[src/rtl/booth_multiplier_seq.sv]
// booth_multiplier_seq: sequential signed radix-2 Booth multiplier, one Booth step per clock
module booth_multiplier_seq #(
  parameter int WIDTH = 16
) (
  input  logic                 clk,
  input  logic                 rst_n,
  input  logic                 start,
  input  logic [WIDTH-1:0]     multiplicand,
  input  logic [WIDTH-1:0]     multiplier,
  output logic                 busy,
  output logic                 done,
  output logic [2*WIDTH-1:0]   product
);
  localparam int CW = $clog2(WIDTH + 1);
  typedef enum logic [1:0] {IDLE, CALC, DONE} state_t;
  state_t state, state_nx;
  logic [WIDTH:0] a, m, a_sum, a_nx;
  logic [WIDTH-1:0] q, q_nx;
  logic q_1, q_1_nx;
  logic [CW-1:0] cnt;
  logic accept, last;
  assign accept = start && (state != CALC);
  assign last = (state == CALC) && (cnt == CW'(1));
  always_ff @(posedge clk or negedge rst_n)
    if (!rst_n) state <= IDLE;
    else state <= state_nx;
  always_comb
    state_nx = (state == CALC) ? (last ? DONE : CALC) : (start ? CALC : IDLE);
  always_comb begin
    busy = (state == CALC);
    done = (state == DONE);
  end
  // A and M carry one extra sign bit so subtracting the most negative M cannot overflow
  always_comb begin
    a_sum = ({q[0], q_1} == 2'b01) ? a + m : ({q[0], q_1} == 2'b10) ? a - m : a;
    {a_nx, q_nx, q_1_nx} = {a_sum[WIDTH], a_sum, q};
  end
  always_ff @(posedge clk or negedge rst_n)
    if (!rst_n) begin
      a <= '0;
      m <= '0;
      q <= '0;
      q_1 <= 1'b0;
      cnt <= '0;
      product <= '0;
    end else if (accept) begin
      a <= '0;
      m <= {multiplicand[WIDTH-1], multiplicand};
      q <= multiplier;
      q_1 <= 1'b0;
      cnt <= CW'(WIDTH);
    end else if (state == CALC) begin
      a <= a_nx;
      q <= q_nx;
      q_1 <= q_1_nx;
      cnt <= cnt - 1'b1;
      if (last) product <= {a_nx[WIDTH-1:0], q_nx};
    end
endmodule
[config.mk]
export PLATFORM = sky130hd
export DESIGN_NAME = booth_multiplier_seq
export DESIGN_NICKNAME = d
export VERILOG_FILES = /design/src/rtl/booth_multiplier_seq.sv
export SDC_FILE = /design/constraint.sdc
export NUM_CORES = 1
export LEC_CHECK = 0
export CAP_MARGIN = 5
export CORE_UTILIZATION = 30
export DETAILED_ROUTE_END_ITERATION = 8
export GPL_ROUTABILITY_DRIVEN = 1
export GPL_TIMING_DRIVEN = 0
export PLACE_DENSITY = 0.47
export SLEW_MARGIN = 10
export SYNTH_ARGS = -nofsm -noshare
export SYNTH_HDL_FRONTEND = slang
export SYNTH_SLANG_ARGS = --single-unit
[constraint.sdc]
create_clock -name clk -period 2.7 [get_ports clk]
set_clock_uncertainty 0.15 [all_clocks]
set_input_delay 0.54 -clock clk [delete_from_list [all_inputs] [get_ports clk]]
set_output_delay 0.54 -clock clk [all_outputs]
set_load 0.005 [all_outputs]
==> results by group <==
Logic synthesis
  • Average cell area after synthesis: between 8 and 9 um^2
  • Largest cells by area after synthesis: dfrtp_1 (40%), ha_1 (7.9%), nand2_1 (7.0%)
  • Synth cell types: 61
  • Top-area cell type share of the netlist area: 0.396
  • Post-synth EDFFs: 0
  • Synth Flop Type: dfrtp_1
  • Synth Warn #: 0
  • FF+latch count, synth: approximately 90
  • Biggest area consumer among synthesized cells: dfrtp_1
  • Synthesized area: roughly 5600 um^2
  • Synth Net Count: just over 700
  • FFs w/ async S/R, synth: 1.00
  • Post-synthesis instance total: 639
  • Register area share after synthesis: 0.396
  • Dominant cell by count in the synthesized netlist: nand2_1
  • Most instantiated cells after synthesis: nand2_1 (103), dfrtp_1 (88), o21ai_0 (64)

Finish
  • Share of cells above drive strength 1: 0.174
  • Layout area overhead: 32.6%
  • Nets: about 800
  • Footprint of the multi-input gates: ~3400 um^2
  • Filler cell count: around 1.8k
  • FF+latch area: around 2200 um^2
  • Ant. Diodes: 0

STA
  • Max_slew headroom: 0.477
  • Final Critical Period: a little under 3000 ps
  • Max Slew Vio Count: 0
  • Slew @ Worst Pin: ~790 ps
  • RSZ-0062 raised after global routing: yes
  • Fmax: 346 MHz
  • Final hold violations: 0
  • # setup viols final: 9
  • Final setup TNS: -1130 ps
  • Final period util: 1.07
  • Final worst setup slack: -191 ps

Worst setup path
  • Critical path type: reg -> reg
  • Worst Path Required: 2820 ps
  • R2R depth: 10
  • Worst Path Buf+Inv: 1
  • CP peak stage delay: between 400 and 500 ps
  • Crit path DAT: ~3000 ps
  • CP max stage cell: a311oi_4
  • Crit path max fanout: 3
  • CP startpoint kind: flip-flop
  • Crit path from: a[0]
  • Worst setup EP type: flip-flop
  • Top delay family on crit path: compound AO/OA/AOI/OAI gates
  • Crit Reg-Reg Startpoint: a[0]
  • R2R Setup Slk: -190 ps
  • Cell Chain, Critical Path: ha_2, inv_2, fa_2, o21bai_4, a2111o_1, a311oi_4, o41ai_4, a2111oi_4, o22ai_2, o21ai_1
  • FF-to-FF End: a[15]

Drt
  • Routed vias: around 5.1k
  • WL per Instance: roughly 18 um
  • Drt via density: between 5 and 6
  • DRC errors left: 8
  • Initial DRC count: between 200 and 300
  • Met1 WL: 8340 um
  • Final WL: between 15000 and 20000 um
  • Metal2 WL: around 7800 um
  • DR pass1 iterations: 8
  • Post-DRT Antenna Nets: 0
  • DR top layer: met4
  • Routed wl met3: approximately 890 um

Clock network
  • CTS Hold Buffers Added: 0
  • CTS sink cnt: 88
  • Num CTS Buffers: 9
  • CTS tree: done
  • Htree depth: 3
  • Clock transition at path regs: roughly 70 ps
  • Clk_lat worst skew: between 300 and 400 ps
  • Maximum clock insertion buffer count: 2
  • Clock Tree Root: clkbuf_16

Floorplanning
  • Die area: 19100 um^2
  • Die Width: around 140 um
  • Initial Util: 0.308
  • Top Ports: between 60 and 70
  • FP Rows: between 40 and 50
  • Core Footprint: about 18000 um^2
  • Die Ht: ~140 um

Placement
  • Post-DP HPWL: 12500 um
  • RePlAce Congestion: about 0.86
  • Number of port buffers: 67

GRT
  • First-pass GRT wire length: roughly 28000 um
  • GRT overflow: 0
  • Initial antenna violation count: 0
  • Gr usage total: 0.186
  • Largest net degree at the start of global routing: a little over 50
  • Vias in the first global route: slightly above 5k

Outcome
  • Failing checks: design-rule violations, negative setup slack
  • Outcome: finished with violations

Job
  • Max-cap violation count: 0

Min path
  • Hold crit path type: in -> async
## layout by cell type, fill, tap and decap left out, types with 7 or more instances in the layout
cell type        instances
nor2b_1                 13
clkbuf_1                21
buf_4                   20
a21oi_1                 20
mux2_2                  17
ha_1                    27
nand3b_1                14
clkdlybuf4s50_1         66
nand2_1                103
o21ai_1                 15
o211ai_1                 7
clkbuf_16                9
ha_4                     7
nor3_1                   9
nor2_1                  43
dfrtp_1                 82
nand3_1                  7
mux2i_1                 19
inv_1                   31
o21ai_0                 53
## metrics by stage
stage          cells  setup WS, ps  utilization  hold slack (ps)  instance area, um^2
4_1_cts          957          -179        0.394             50.6                 7130
5_1_grt          966          -280        0.408             66.1                 7370
2_1_floorplan    639          91.2            -             94.4                 5560
3_3_place_gp     935         -2580        0.360              314                 6520
6_report         966          -191        0.408             29.3                 7370
3_5_place_dp     936          -654        0.362              312                 6540
## layer usage
metal,vias up,track usage
met4,0,0.0597
met3,17,0.0430
met5,-,0
met1,2476,0.256
li1,2439,-
met2,126,0.289
## flip-flops by register name (all words and copies together) (netlist names)
| name | cells |
|---|---|
| product | 32 |
| m | 16 |
| a | 16 |
| cnt | 5 |
| q | 16 |
| state | 2 |
| q_1 | 1 |
## cells by family after synthesis
logic type               synth area share
AND/OR/NAND/NOR                     0.188
XOR/XNOR                          0.00788
AO/OA/AOI/OAI                       0.202
flip-flops                          0.396
adder cells (fa/ha/maj)            0.0859
buffers and inverters              0.0513
multiplexers                       0.0686
## area by class of cell
class / instances / share of cell area
flip-flops and latches: 88 / 0.300
well taps: 229 / 0.0389
multi-input cells: 476 / 0.467
clock buffers: 9 / 0.0305
plain buffers: 34 / 0.0205
inverters: 36 / 0.0190
repair buffers: 87 / 0.114
clock inverters: 7 / 0.0104
## timing repair
action / CTS / global route
setup buffers: 9 / 11
resized for setup: 53 / 36
endpoints found under the setup margin: 22 / 33
pin swaps: 17 / 20
gates cloned: 0 / 0
## worst max path at each step
stage	to	slack [ps]	depth (start not counted)
after global routing	a[15]	-280	10
after CTS	a[15]	-180	10
final	a[15]	-190	10
after detailed placement	product[25]	-650	11
after global placement	q[4]	-2580	1
after floorplan	product[27]	90	11
Power is not shown: default switching activity piles up to over one toggle a cycle in this logic, so the estimate is an artifact.
